===== config.mk =====
export PLATFORM = sky130hd
export DESIGN_NAME = fix_rx_msg_fifo
export DESIGN_NICKNAME = d
export VERILOG_FILES = /design/src/rtl/fix_rx_msg_fifo.sv
export SDC_FILE = /design/constraint.sdc
export NUM_CORES = 1
export LEC_CHECK = 0
export ABC_CLOCK_PERIOD_IN_PS = 6600
export CELL_PAD_IN_SITES_DETAIL_PLACEMENT = 1
export CELL_PAD_IN_SITES_GLOBAL_PLACEMENT = 1
export CORE_MARGIN = 3
export CORE_UTILIZATION = 30
export CTS_CLUSTER_SIZE = 8
export DETAILED_ROUTE_END_ITERATION = 10
export MAX_ROUTING_LAYER = met4
export PLACE_DENSITY_LB_ADDON = 0.1
export SLEW_MARGIN = 20
export SYNTH_ARGS = -nofsm -noshare
export SYNTH_HDL_FRONTEND = slang
export SYNTH_SLANG_ARGS = --single-unit

===== constraint.sdc =====
create_clock -name clk -period 6.6 [get_ports clk]
set_clock_uncertainty 0.1 [all_clocks]
set_input_delay 1.32 -clock clk [delete_from_list [all_inputs] [get_ports clk]]
set_output_delay 1.32 -clock clk [all_outputs]
set_load 0.02 [all_outputs]

===== src/rtl/fix_rx_msg_fifo.sv =====
// fix_rx_msg_fifo
//   Store-and-forward byte FIFO between the TCP offload engine and fix_engine.
//   Inbound FIX bytes are written speculatively. A message becomes visible to
//   the reader only once its "SOH 10=<digits> SOH" trailer has been seen.
//   A partial message that fills the whole buffer is discarded up to the next
//   closing SOH.
//
//   Optional build macro: FIX_RX_CKSUM_CHK_EN
//     When defined, each message's 3-digit checksum field is compared with the
//     8-bit byte sum up to and including the SOH that precedes "10=".
//     A message that fails the check is discarded and cksum_err_o pulses.
//
// Ports
//   clk            system clock, rising edge
//   rst            asynchronous reset, active low
//   toe_byte_i     inbound byte from the TOE
//   toe_valid_i    toe_byte_i is valid
//   toe_ready_o    a byte can be accepted (low while in reset)
//   eng_message_o  show-ahead byte to fix_engine
//   eng_valid_o    eng_message_o holds committed data
//   eng_ready_i    fix_engine consumes eng_message_o this cycle
//   eng_last_o     eng_message_o is the closing SOH of a message
//   new_message_o  at least one complete message is buffered
//   overflow_o     one-cycle pulse when an oversize partial message is dropped
//   cksum_err_o    one-cycle pulse when a message fails the checksum check
module fix_rx_msg_fifo #(
  parameter int unsigned DEPTH = 64,
  parameter int unsigned PTR_W = 7
) (
  input  logic       clk,
  input  logic       rst,
  input  logic [7:0] toe_byte_i,
  input  logic       toe_valid_i,
  output logic       toe_ready_o,
  output logic [7:0] eng_message_o,
  output logic       eng_valid_o,
  input  logic       eng_ready_i,
  output logic       eng_last_o,
  output logic       new_message_o,
  output logic       overflow_o,
  output logic       cksum_err_o
);

  localparam int unsigned      AW       = PTR_W - 1;
  localparam logic [PTR_W-1:0] FULL_OCC = PTR_W'(DEPTH);
  localparam logic [PTR_W-1:0] PTR_ONE  = PTR_W'(1);
  localparam logic [7:0]       SOH      = 8'h01;

  typedef enum logic [2:0] {
    S_BODY,
    S_T1,
    S_T0,
    S_EQ,
    S_CKS,
    S_DROP
  } state_t;

  logic [8:0]       mem [DEPTH];
  logic [8:0]       rd_word;
  logic [PTR_W-1:0] wr_ptr, commit_ptr, rd_ptr, occ;
  logic             full, wr_fire, rd_fire, ovf_hit, closing;
  state_t           state, drop_sub, trk, trk_nxt;

  // Trailer recogniser shared by the normal path and the drop path.
  function automatic state_t trl_next(input state_t s, input logic [7:0] b);
    state_t n;
    n = S_BODY;
    case (s)
      S_BODY:  n = (b == SOH) ? S_T1 : S_BODY;
      S_T1:    n = (b == 8'h31) ? S_T0  : ((b == SOH) ? S_T1 : S_BODY);
      S_T0:    n = (b == 8'h30) ? S_EQ  : ((b == SOH) ? S_T1 : S_BODY);
      S_EQ:    n = (b == 8'h3d) ? S_CKS : ((b == SOH) ? S_T1 : S_BODY);
      S_CKS:   n = (b == SOH) ? S_BODY : S_CKS;
      default: n = S_BODY;
    endcase
    return n;
  endfunction

  assign occ           = wr_ptr - rd_ptr;
  assign full          = (occ == FULL_OCC);
  assign toe_ready_o   = rst & ~full;
  assign eng_valid_o   = (rd_ptr != commit_ptr);
  assign new_message_o = eng_valid_o;
  assign rd_word       = mem[rd_ptr[AW-1:0]];
  // Gated so the data outputs read 0 whenever nothing committed is presented.
  assign eng_message_o = eng_valid_o ? rd_word[7:0] : '0;
  assign eng_last_o    = eng_valid_o & rd_word[8];

  assign wr_fire = toe_valid_i & toe_ready_o;
  assign rd_fire = eng_valid_o & eng_ready_i;
  // Full with nothing committed: the stored partial message can never complete.
  assign ovf_hit = full & (commit_ptr == rd_ptr);

  always_comb begin
    trk     = (state == S_DROP) ? drop_sub : state;
    trk_nxt = trl_next(trk, toe_byte_i);
  end

  assign closing = (trk == S_CKS) && (toe_byte_i == SOH);

`ifdef FIX_RX_CKSUM_CHK_EN
  logic [7:0] run_sum, snap;
  logic [9:0] cks_val;
  logic [2:0] cks_cnt;
  logic       dig_ok, is_digit, cks_ok;

  assign is_digit = (toe_byte_i >= 8'h30) && (toe_byte_i <= 8'h39);
  assign cks_ok   = dig_ok && (cks_cnt == 3'd3) && (cks_val == {2'b00, snap});
`else
  assign cksum_err_o = 1'b0;
`endif

  always_ff @(posedge clk) begin
    if (wr_fire && (state != S_DROP)) begin
      mem[wr_ptr[AW-1:0]] <= {closing, toe_byte_i};
    end
  end

  always_ff @(posedge clk or negedge rst) begin
    if (!rst) begin
      wr_ptr      <= '0;
      commit_ptr  <= '0;
      rd_ptr      <= '0;
      state       <= S_BODY;
      drop_sub    <= S_BODY;
      overflow_o  <= 1'b0;
`ifdef FIX_RX_CKSUM_CHK_EN
      cksum_err_o <= 1'b0;
      run_sum     <= '0;
      snap        <= '0;
      cks_val     <= '0;
      cks_cnt     <= '0;
      dig_ok      <= 1'b0;
`endif
    end else begin
      overflow_o <= 1'b0;
`ifdef FIX_RX_CKSUM_CHK_EN
      cksum_err_o <= 1'b0;
`endif
      if (rd_fire) begin
        rd_ptr <= rd_ptr + PTR_ONE;
      end

      if (ovf_hit) begin
        // Keep tracking the trailer from where the discarded message left off.
        wr_ptr     <= commit_ptr;
        drop_sub   <= state;
        state      <= S_DROP;
        overflow_o <= 1'b1;
      end else if (wr_fire) begin
        if (state == S_DROP) begin
          if (closing) begin
            state <= S_BODY;
          end else begin
            drop_sub <= trk_nxt;
          end
        end else begin
          state <= trk_nxt;
          if (closing) begin
`ifdef FIX_RX_CKSUM_CHK_EN
            if (cks_ok) begin
              commit_ptr <= wr_ptr + PTR_ONE;
              wr_ptr     <= wr_ptr + PTR_ONE;
            end else begin
              wr_ptr      <= commit_ptr;
              cksum_err_o <= 1'b1;
            end
`else
            commit_ptr <= wr_ptr + PTR_ONE;
            wr_ptr     <= wr_ptr + PTR_ONE;
`endif
          end else begin
            wr_ptr <= wr_ptr + PTR_ONE;
          end
        end

`ifdef FIX_RX_CKSUM_CHK_EN
        if (closing) begin
          run_sum <= '0;
        end else if (state != S_DROP) begin
          run_sum <= run_sum + toe_byte_i;
          // Snapshot includes the SOH itself; the latest one before "10=" wins.
          if (toe_byte_i == SOH) begin
            snap <= run_sum + toe_byte_i;
          end
          if ((trk == S_EQ) && (toe_byte_i == 8'h3d)) begin
            cks_val <= '0;
            cks_cnt <= '0;
            dig_ok  <= 1'b1;
          end
          if (trk == S_CKS) begin
            cks_val <= (cks_val * 10'd10) + {2'b00, toe_byte_i - 8'h30};
            if (cks_cnt != 3'd4) begin
              cks_cnt <= cks_cnt + 3'd1;
            end
            if (!is_digit) begin
              dig_ok <= 1'b0;
            end
          end
        end
`endif
      end
    end
  end

endmodule


==> results of run 1 <==
metal layers:
layer / GRT usage (%) / vias to the layer above / share of wire, %
li1: - / 5513 / -
met1: 22.74 / 6763 / 45
met2: 27.69 / 240 / 49
met3: 3.143 / 111 / 3.8
met4: 4.281 / 0 / 2.3
met5: - / - / 0
through the flow:
stage          instance area, um2  hold WS, ns  power, mW  worst slack [ns]
6_report                    28420       0.4570      11.99            0.8948
5_1_grt                     28420       0.4891      12.57            0.6043
4_1_cts                     28420       0.4524      12.20            0.8123
3_5_place_dp                26070       0.4412      8.197             1.488
3_3_place_gp                26070       0.4374      8.189             1.585
2_1_floorplan               24350       0.3909      6.754             1.969
cells by family (layout without fill, tap and decap cells):
family                     count (synthesis)  count (layout)
and+or+nand+nor                          282             282
other                                      1               3
adders and majority gates                  8               8
muxes                                    185             185
DFF                                      604             604
AOI/OAI and AO/OA                        140             140
buffers and inverters                     89             215
xor gates and xnor gates                  21              21
path summary, 6_finish.rpt:
path | slack [ns] | endpoint
worst min-delay path | 0.46 | drop_sub[1]$_DFFE_PN0P_
worst max register to register | 1.73 | mem[23][1]$_DFFE_PP_
min in group asynchronous | 0.62 | drop_sub[2]$_DFFE_PN0P_
worst max-delay path | 0.89 | toe_ready_o
max in group asynchronous | 5.42 | rd_ptr[0]$_DFFE_PN0P_
worst min register to register | 0.46 | drop_sub[1]$_DFFE_PN0P_
synthesized netlist by cell type, types with 15 or more instances:
library cell / n
xnor2_1: 15
edfxtp_1: 576
nand3_1: 21
o22ai_1: 24
clkbuf_1: 45
nand2_1: 74
mux4_2: 128
a21oi_1: 26
mux2_2: 31
o21ai_0: 40
nor2_1: 131
buf_2: 20
dfrtp_1: 28
mux2i_1: 26
cell type report:
cell class                      count  area [um2]  area share, %
Antenna cell                        2       5.005        0.01761
Clock buffer                      111        2298          8.087
Clock inverter                      3       47.55         0.1673
Inverter                           13       48.80         0.1717
Multi-Input combinational cell    637        5988          21.07
Sequential cell                   604       18010          63.35
Tap cell                         1050        1314          4.622
Timing Repair Buffer               88       713.2          2.509
registers in the layout, indices dropped and copies added (netlist names):
| name | flops |
|---|---|
| overflow_o | 1 |
| rd_ptr | 7 |
| commit_ptr | 7 |
| mem | 576 |
| state | 3 |
| drop_sub | 3 |
| wr_ptr | 7 |
worst register-to-register path, stage by stage, from the launching register on:
cell and delay (ns):
dfrtp_1 0.78, inv_1 0.52, ha_1 0.55, nor3b_1 0.09, o32a_1 0.36, a21o_1 0.20
a2111oi_4 0.57, or3_1 0.87, nor2_1 0.46
power by group:
part | internal [mW] | leakage (nW) | total (mW) | switching (mW)
combinational | 1.42 | 2.40 | 3.52 | 2.11
sequential | 4.30 | 5.68 | 4.52 | 0.220
clock | 2.39 | 1.14 | 3.95 | 1.56
==> results.sh, run 1 <==
export IMPL_status="completed"
export IMPL_drcViolationCount=0
export IMPL_cpMaxStageDelayCell="dfrtp_1"
export IMPL_slew_headroom_pct=28.94
export IMPL_max_slew_worst_pin_slew_ns=1.062
export IMPL_start_util_pct=30.58
export IMPL_firstDrtPassIters=5
export IMPL_synth_seq_cells=604
export IMPL_hold_class="register to register"
export IMPL_final_common_cell="edfxtp_1"
export IMPL_cts_tree="done"
export IMPL_synth_fa_ha_area_share_pct=0.4110
export IMPL_clkSlewWorstSetupHoldPaths_ns=0.05
export IMPL_cp_depth=8
export IMPL_track_usage_pct=17.23
export IMPL_dp_hpwl_um=43700
export IMPL_hold_violations=0
export IMPL_power_density_nw_per_um2=422.0
export IMPL_start_kind="register"
export IMPL_synth_compound_area_share_pct=3.797
export IMPL_synth_top_area_cell="edfxtp_1"
export IMPL_cts_inserted_buffers=85
export IMPL_stdcell_count=2508
export IMPL_setup_tns_ns=0
export IMPL_synth_cell_area_um2=24350
export IMPL_num_vias=12630
export IMPL_critPathKind="register to output port"
export IMPL_dp_cells=2392
export IMPL_ir_worst_vdd_v=0.0002655
export IMPL_ys_warn_count=0
export IMPL_synthSimpleGateAreaFrac_pct=5.215
export IMPL_htree_levels=3
export IMPL_clk_latency_ns=0.62
export IMPL_setup_viol=0
export IMPL_numClockSinks=604
export IMPL_power_leakage_nw=9.221
export IMPL_end_kind="output port"
export IMPL_wl_um=70630
export IMPL_post_route_period_util_pct=86.44
export IMPL_maxCapViolCount=0
export IMPL_ys_types=61
export IMPL_postCtsSetupBuffers=0
export IMPL_synthCells=1330
export IMPL_fp_dieArea_um2=84630
export IMPL_drv_slew=0
export IMPL_chipWidth_um=290.9
export IMPL_worstPathMaxFanout=19
export IMPL_n_fill_cell=7859
export IMPL_root_buffer="clkbuf_16"
export IMPL_synth_top_family_by_area="multiplexers"
export IMPL_gp_congestion=0.7512
export IMPL_crit_start="rd_ptr[3]$_DFFE_PN0P_"
export IMPL_clockBufferDepth=3
export IMPL_cp_cell_sequence="inv_1 > ha_1 > nor3b_1 > o32a_1 > a21o_1 > a2111o_2 > and2_1 > clkdlybuf4s50_1"
export IMPL_critPathArrivalTime_ns=4.29
export IMPL_r2r_start="rd_ptr[3]$_DFFE_PN0P_"
export IMPL_num_nets_final=1449
export IMPL_drive_gt1_share_pct=23.97
export IMPL_synth_top_area_share_pct=71.02
export IMPL_grt_first_pass_wirelength_um=102100
export IMPL_min_period_ns=5.705
export IMPL_wl_per_cell_um=28.16
export IMPL_rsz0062_at_grt="false"
export IMPL_required_ns=5.18
export IMPL_ctsResizeCount=0
export IMPL_grt_pass1_vias=13680
export IMPL_yosysSeqAreaShare_pct=73.90
export IMPL_antenna_found_initial=2
export IMPL_reg2regPathDepth=8
export IMPL_fin_util_pct=35.69
export IMPL_hp_start="drop_sub[1]$_DFFE_PN0P_"
export IMPL_grt_max_degree=74
export IMPL_critPathTopFamily="buffers and inverters"
export IMPL_viasPerCell=5.035
export IMPL_ant_nets=0
export IMPL_io_pins=26
export IMPL_fmax_ghz=0.1753
export IMPL_cpPeakStageDelay_ns=0.78
export IMPL_port_buffers=24
export IMPL_path_buf_inv=2
export IMPL_synth_nets=1350
export IMPL_avgSynthCellArea_um2=18.31
export IMPL_layout_common_cells="edfxtp_1, nor2_1, mux4_2"
export IMPL_die_height_um=290.9
export IMPL_grt_overflow=0
export IMPL_synth_xor_xnor_area_share_pct=0.7861
export IMPL_synth_async_reset_ratio_pct=4.636
export IMPL_ys_flop_type="edfxtp_1"
export IMPL_ctsHoldBuffers=0
export IMPL_num_rows=103
export IMPL_core_um2=79640
export IMPL_synth_edf_count=576
export IMPL_drt_initial_drc_count=947
export IMPL_area_delta_synth_final_pct=16.70
export IMPL_hold_depth=1
export IMPL_synthMuxAreaShare_pct=14.34
export IMPL_synthTopCellsByArea="edfxtp_1, mux4_2, dfrtp_1"
Note: power is estimated with default switching activity, not from simulation.
==> run 2, diff against run 1 <==
CTS_CLUSTER_SIZE = default   (was 8)
TNS_END_PERCENT = 20   (was default)
==> run 2 against run 1 <==
Net effect:
- flip-flop and latch count is the same
- global-route usage shrank 0.067 points
- combinational power about the same
- cell area shrank 0.47%
- via count down 0.26%
- wire length down 0.55%
- core utilization down 0.17 points
- count of clock-buffer cells in the layout shrank 23
- first-iteration DRC count is 4.8% lower
- critical endpoint unchanged
==> results.sh, run 2 (synthesized netlist as in run 1, its figures left out) <==
export IMPL_status="completed"
export IMPL_max_slew_worst_pin_slew_ns=1.095
export IMPL_gp_congestion=0.7512
export IMPL_power_leakage_nw=9.163
export IMPL_p_int_mw=7.916
export IMPL_critPathArrivalTime_ns=4.30
export IMPL_viasPerCell=5.000
export IMPL_post_route_period_util_pct=86.69
export IMPL_hold_class="register to register"
export IMPL_hold_violations=0
export IMPL_largest_register_ff_count=576
export IMPL_die_height_um=290.9
export IMPL_end_kind="output port"
export IMPL_ctsHoldBuffers=0
export IMPL_cpMaxStageDelayCell="dfrtp_1"
export IMPL_core_um2=79640
export IMPL_r2r_setup_slack_ns=1.68
export IMPL_fin_util_pct=35.52
export IMPL_start_util_pct=30.58
export IMPL_cts_inserted_buffers=71
export IMPL_drt_initial_drc_count=902
export IMPL_wl_per_cell_um=27.89
export IMPL_ir_worst_vdd_v=0.0002754
export IMPL_numClockSinks=604
export IMPL_grt_overflow=0
export IMPL_fmax_ghz=0.1748
export IMPL_num_nets_final=1435
export IMPL_drcViolationCount=0
export IMPL_cpPeakStageDelay_ns=0.80
export IMPL_grt_first_pass_wirelength_um=101800
export IMPL_ant_nets=0
export IMPL_final_common_cell="edfxtp_1"
export IMPL_ctsResizeCount=0
export IMPL_worstPathMaxFanout=19
export IMPL_required_ns=5.18
export IMPL_power_density_nw_per_um2=416.9
export IMPL_pwr_share_comb_pct=29.9
export IMPL_chipWidth_um=290.9
export IMPL_antenna_found_initial=2
export IMPL_critPathTopFamily="buffers and inverters"
export IMPL_postCtsSetupBuffers=0
export IMPL_clkSlewWorstSetupHoldPaths_ns=0.06
export IMPL_path_buf_inv=2
export IMPL_setup_viol=0
export IMPL_area_delta_synth_final_pct=16.16
export IMPL_clk_latency_ns=0.59
export IMPL_fin_area_um2=28290
export IMPL_drv_slew=0
export IMPL_root_buffer="clkbuf_16"
export IMPL_track_usage_pct=17.17
export IMPL_num_rows=103
export IMPL_fin_ws_ns=0.8785
export IMPL_clockBufferDepth=3
export IMPL_num_vias=12590
export IMPL_rsz0062_at_grt="false"
export IMPL_grt_max_degree=74
export IMPL_dp_slack_ns=1.488
export IMPL_wl_um=70250
export IMPL_critPathKind="register to output port"
export IMPL_p_switching_mw=3.878
export IMPL_layout_common_cells="edfxtp_1, nor2_1, mux4_2"
export IMPL_cts_tree="done"
export IMPL_dp_hpwl_um=43700
export IMPL_power_mw=11.79
export IMPL_post_dp_cell_area_um2=26070
export IMPL_cp_cell_sequence="inv_1 > ha_1 > nor3b_1 > o32a_1 > a21o_1 > a2111o_2 > and2_1 > clkdlybuf4s50_1"
export IMPL_pwr_share_clk_pct=31.9
export IMPL_maxCapViolCount=0
export IMPL_grt_pass1_vias=13700
export IMPL_drive_gt1_share_pct=24.25
export IMPL_port_buffers=24
export IMPL_setup_tns_ns=0
export IMPL_min_period_ns=5.721
export IMPL_htree_levels=3
export IMPL_fp_dieArea_um2=84630
export IMPL_slew_headroom_pct=26.72
export IMPL_io_pins=26
export IMPL_start_kind="register"
export IMPL_firstDrtPassIters=5
export IMPL_swShare_pct=32.88
export IMPL_pwr_share_seq_pct=38.3
[run 2: cell types whose count changed in the layout (fill, tap and decap cells not counted), sizes merged]
cell | before | now
bufinv | 0 | 3
clkbuf | 111 | 88
inv | 13 | 14
clkinv | 3 | 30
clkinvlp | 0 | 4
diode | 2 | 1
[run 2: metrics by stage]
stage	instances	hold slack [ns]
2_1_floorplan	1330	0.3909
3_3_place_gp	2392	0.4374
3_5_place_dp	2392	0.4412
4_1_cts	2518	0.4541
5_1_grt	2518	0.4912
6_report	2519	0.4557
[run 2: final timing paths]
kind | startpoint | endpoint | depth (start not counted)
min | drop_sub[1]$_DFFE_PN0P_ | drop_sub[1]$_DFFE_PN0P_ | 1
max reg2reg | rd_ptr[3]$_DFFE_PN0P_ | mem[55][3]$_DFFE_PP_ | 8
max | rd_ptr[3]$_DFFE_PN0P_ | toe_ready_o | 8
min in group asynchronous | rst | state[2]$_DFFE_PN0P_ | 2
max in group asynchronous | rst | rd_ptr[0]$_DFFE_PN0P_ | 2
min reg2reg | drop_sub[1]$_DFFE_PN0P_ | drop_sub[1]$_DFFE_PN0P_ | 1
[run 2: power groups by stage]
stage	clock network [mW]	registers, mW	logic, mW
after floorplan	0	4.41	2.34
after global placement	0	4.59	3.60
after detailed placement	0	4.60	3.60
after CTS	3.88	4.52	3.61
after global routing	4.04	4.54	3.80
final	3.76	4.51	3.53
[run 2: metal layers]
layer	GRT usage, %	part of all wire [%]	vias to the layer above
met3	2.853	3.9	90
met5	-	0	-
met4	4.281	1.8	0
met2	27.78	49	213
li1	-	-	5509
met1	22.66	45	6782
[run 2: worst register-to-register path, cell delays in order, from the launching register on]
cell	delay, ns
dfrtp_1	0.80
inv_1	0.53
ha_1	0.55
nor3b_1	0.09
o32a_1	0.36
a21o_1	0.20
a2111oi_4	0.57
or3_1	0.88
nor2_1	0.47
[run 2: layout make-up]
class	instances	area, um2
Antenna cell	1	2.502
Timing Repair Buffer	88	713.2
Clock buffer	88	1946
Multi-Input combinational cell	637	5988
Clock inverter	38	270.3
Tap cell	1050	1314
Sequential cell	604	18010
Inverter	13	48.80
Fill cell	7904	51360
==> run 3, diff against run 2 <==
CTS_BUF_LIST = sky130_fd_sc_hd__clkbuf_2 sky130_fd_sc_hd__clkbuf_4 sky130_fd_sc_hd__clkbuf_8   (was default)
==> run 3 against run 2 <==
Net effect:
- count of clock-buffer cells in the layout up 57
- global-route usage grew 0.075 points
- cell count increased by 2.3%
- sequential share of layout area is 0.47 points higher
- core utilization shrank 0.26 points
- worst hold slack improved by 0.0012 ns
- via count up 0.75%
- flip-flop and latch count unchanged
- critical path type unchanged
- critical endpoint unchanged
==> results.sh, run 3 (synthesized netlist as in run 1, its figures left out) <==
export IMPL_post_dp_cell_area_um2=26070
export IMPL_final_common_cell="edfxtp_1"
export IMPL_grt_overflow=0
export IMPL_root_buffer="clkbuf_8"
export IMPL_drcViolationCount=0
export IMPL_use_met3_pct=3.342
export IMPL_wl_per_cell_um=27.45
export IMPL_n_fill_cell=7953
export IMPL_clockBufferDepth=3
export IMPL_critPathTopFamily="buffers and inverters"
export IMPL_hold_class="register to register"
export IMPL_drive_gt1_share_pct=27.34
export IMPL_num_nets_final=1469
export IMPL_cp_cell_sequence="inv_1 > ha_1 > nor3b_1 > o32a_1 > a21o_1 > a2111o_2 > and2_1 > clkdlybuf4s50_1"
export IMPL_drt_initial_drc_count=797
export IMPL_cpPeakStageDelay_ns=0.80
export IMPL_cpMaxStageDelayCell="dfrtp_1"
export IMPL_postCtsSetupBuffers=0
export IMPL_grt_pass1_vias=13910
export IMPL_max_slew_worst_pin_slew_ns=1.047
export IMPL_largest_register_ff_count=576
export IMPL_power_density_nw_per_um2=404.6
export IMPL_post_route_period_util_pct=88.01
export IMPL_path_buf_inv=2
export IMPL_crit_start="rd_ptr[3]$_DFFE_PN0P_"
export IMPL_required_ns=5.18
export IMPL_core_um2=79640
export IMPL_ir_worst_vdd_v=0.0002548
export IMPL_ctsResizeCount=0
export IMPL_cts_inserted_buffers=105
export IMPL_antenna_found_initial=5
export IMPL_drv_slew=0
export IMPL_rsz0062_at_grt="false"
export IMPL_use_met1_pct=22.67
export IMPL_grt_max_degree=74
export IMPL_viasPerCell=4.924
export IMPL_r2r_setup_slack_ns=1.68
export IMPL_area_delta_synth_final_pct=15.32
export IMPL_numClockSinks=604
export IMPL_grt_first_pass_wirelength_um=102400
export IMPL_hold_violations=0
export IMPL_fin_area_um2=28080
export IMPL_num_rows=103
export IMPL_critPathArrivalTime_ns=4.39
export IMPL_layout_common_cells="edfxtp_1, nor2_1, mux4_2"
export IMPL_fp_dieArea_um2=84630
export IMPL_slew_headroom_pct=29.92
export IMPL_cts_tree="done"
export IMPL_chipWidth_um=290.9
export IMPL_clkSlewWorstSetupHoldPaths_ns=0.06
export IMPL_setup_tns_ns=0
export IMPL_worstPathMaxFanout=19
export IMPL_status="completed"
export IMPL_firstDrtPassIters=5
export IMPL_track_usage_pct=17.24
export IMPL_hp_start="drop_sub[1]$_DFFE_PN0P_"
export IMPL_reg2regPathDepth=8
export IMPL_clk_latency_ns=0.70
export IMPL_end_kind="output port"
export IMPL_wl_um=70740
export IMPL_maxCapViolCount=0
export IMPL_gp_congestion=0.7512
export IMPL_r2r_start="rd_ptr[3]$_DFFE_PN0P_"
export IMPL_io_pins=26
export IMPL_start_kind="register"
export IMPL_ctsHoldBuffers=0
export IMPL_num_vias=12690
export IMPL_rr_endpoint="mem[55][1]$_DFFE_PP_"
export IMPL_min_period_ns=5.808
export IMPL_setup_viol=0
export IMPL_grt_util_met2_pct=27.58
export IMPL_grt_busiest_layer="met2"
export IMPL_hold_depth=1
export IMPL_power_leakage_nw=9.142
export IMPL_die_height_um=290.9
export IMPL_ant_nets=0
export IMPL_htree_levels=3
export IMPL_dp_hpwl_um=43700
export IMPL_holdPathEnd="drop_sub[1]$_DFFE_PN0P_"
export IMPL_start_util_pct=30.58
export IMPL_port_buffers=24
export IMPL_critPathKind="register to output port"
export IMPL_fmax_ghz=0.1722
[run 3: worst register-to-register path, stage by stage, from the launching register on]
cell and delay (ns):
dfrtp_1 0.80, inv_1 0.52, ha_1 0.55, nor3b_1 0.09, o32a_1 0.36, a21o_1 0.20, a2111oi_4 0.58, or3_1 0.88
nor2_1 0.48
[run 3: report_power, final]
part | switching [mW] | leakage [nW] | internal [mW]
Sequential | 0.221 | 5.68 | 4.29
Combinational | 2.11 | 2.40 | 1.42
Clock | 1.50 | 1.06 | 1.82
Total | 3.83 | 9.14 | 7.53
[run 3: metal layers]
layer  routed length, um  part of all wire (%)
met5                   0                     0
met4                1599                   2.3
met3                2582                   3.7
met2               34360                    49
met1               32200                    46
[run 3: final cells by class]
type | count | area (um2) | share of cell area, %
flip-flops and latches | 604 | 18010 | 64.12
clock inverters | 38 | 245.2 | 0.8732
inverters | 13 | 48.80 | 0.1738
diodes | 2 | 5.005 | 0.01782
well taps | 1050 | 1314 | 4.678
clock buffers | 145 | 1758 | 6.260
multi-input cells | 637 | 5993 | 21.34
repair buffers | 88 | 713.2 | 2.540
[run 3: stage by stage]
| stage | instances | total power [mW] | hold WS [ns] | util, % | worst slack [ns] |
|---|---|---|---|---|---|
| 6_report | 2577 | 11.36 | 0.4569 | 35.26 | 0.7915 |
| 3_5_place_dp | 2392 | 8.197 | 0.4412 | 32.73 | 1.488 |
| 4_1_cts | 2575 | 11.58 | 0.4549 | 35.25 | 0.6974 |
| 5_1_grt | 2577 | 11.95 | 0.4924 | 35.26 | 0.4969 |
| 2_1_floorplan | 1330 | 6.754 | 0.3909 | - | 1.969 |
| 3_3_place_gp | 2392 | 8.189 | 0.4374 | 32.73 | 1.585 |
[run 3: worst max path at each step]
stage                                 to  depth (start not counted)  slack, ns
floorplan           state[0]$_DFFE_PN0P_                          6       1.97
global placement             toe_ready_o                          8       1.58
detailed placement           toe_ready_o                          8       1.49
CTS                          toe_ready_o                          8       0.70
global route                 toe_ready_o                          8       0.50
finish                       toe_ready_o                          8       0.79
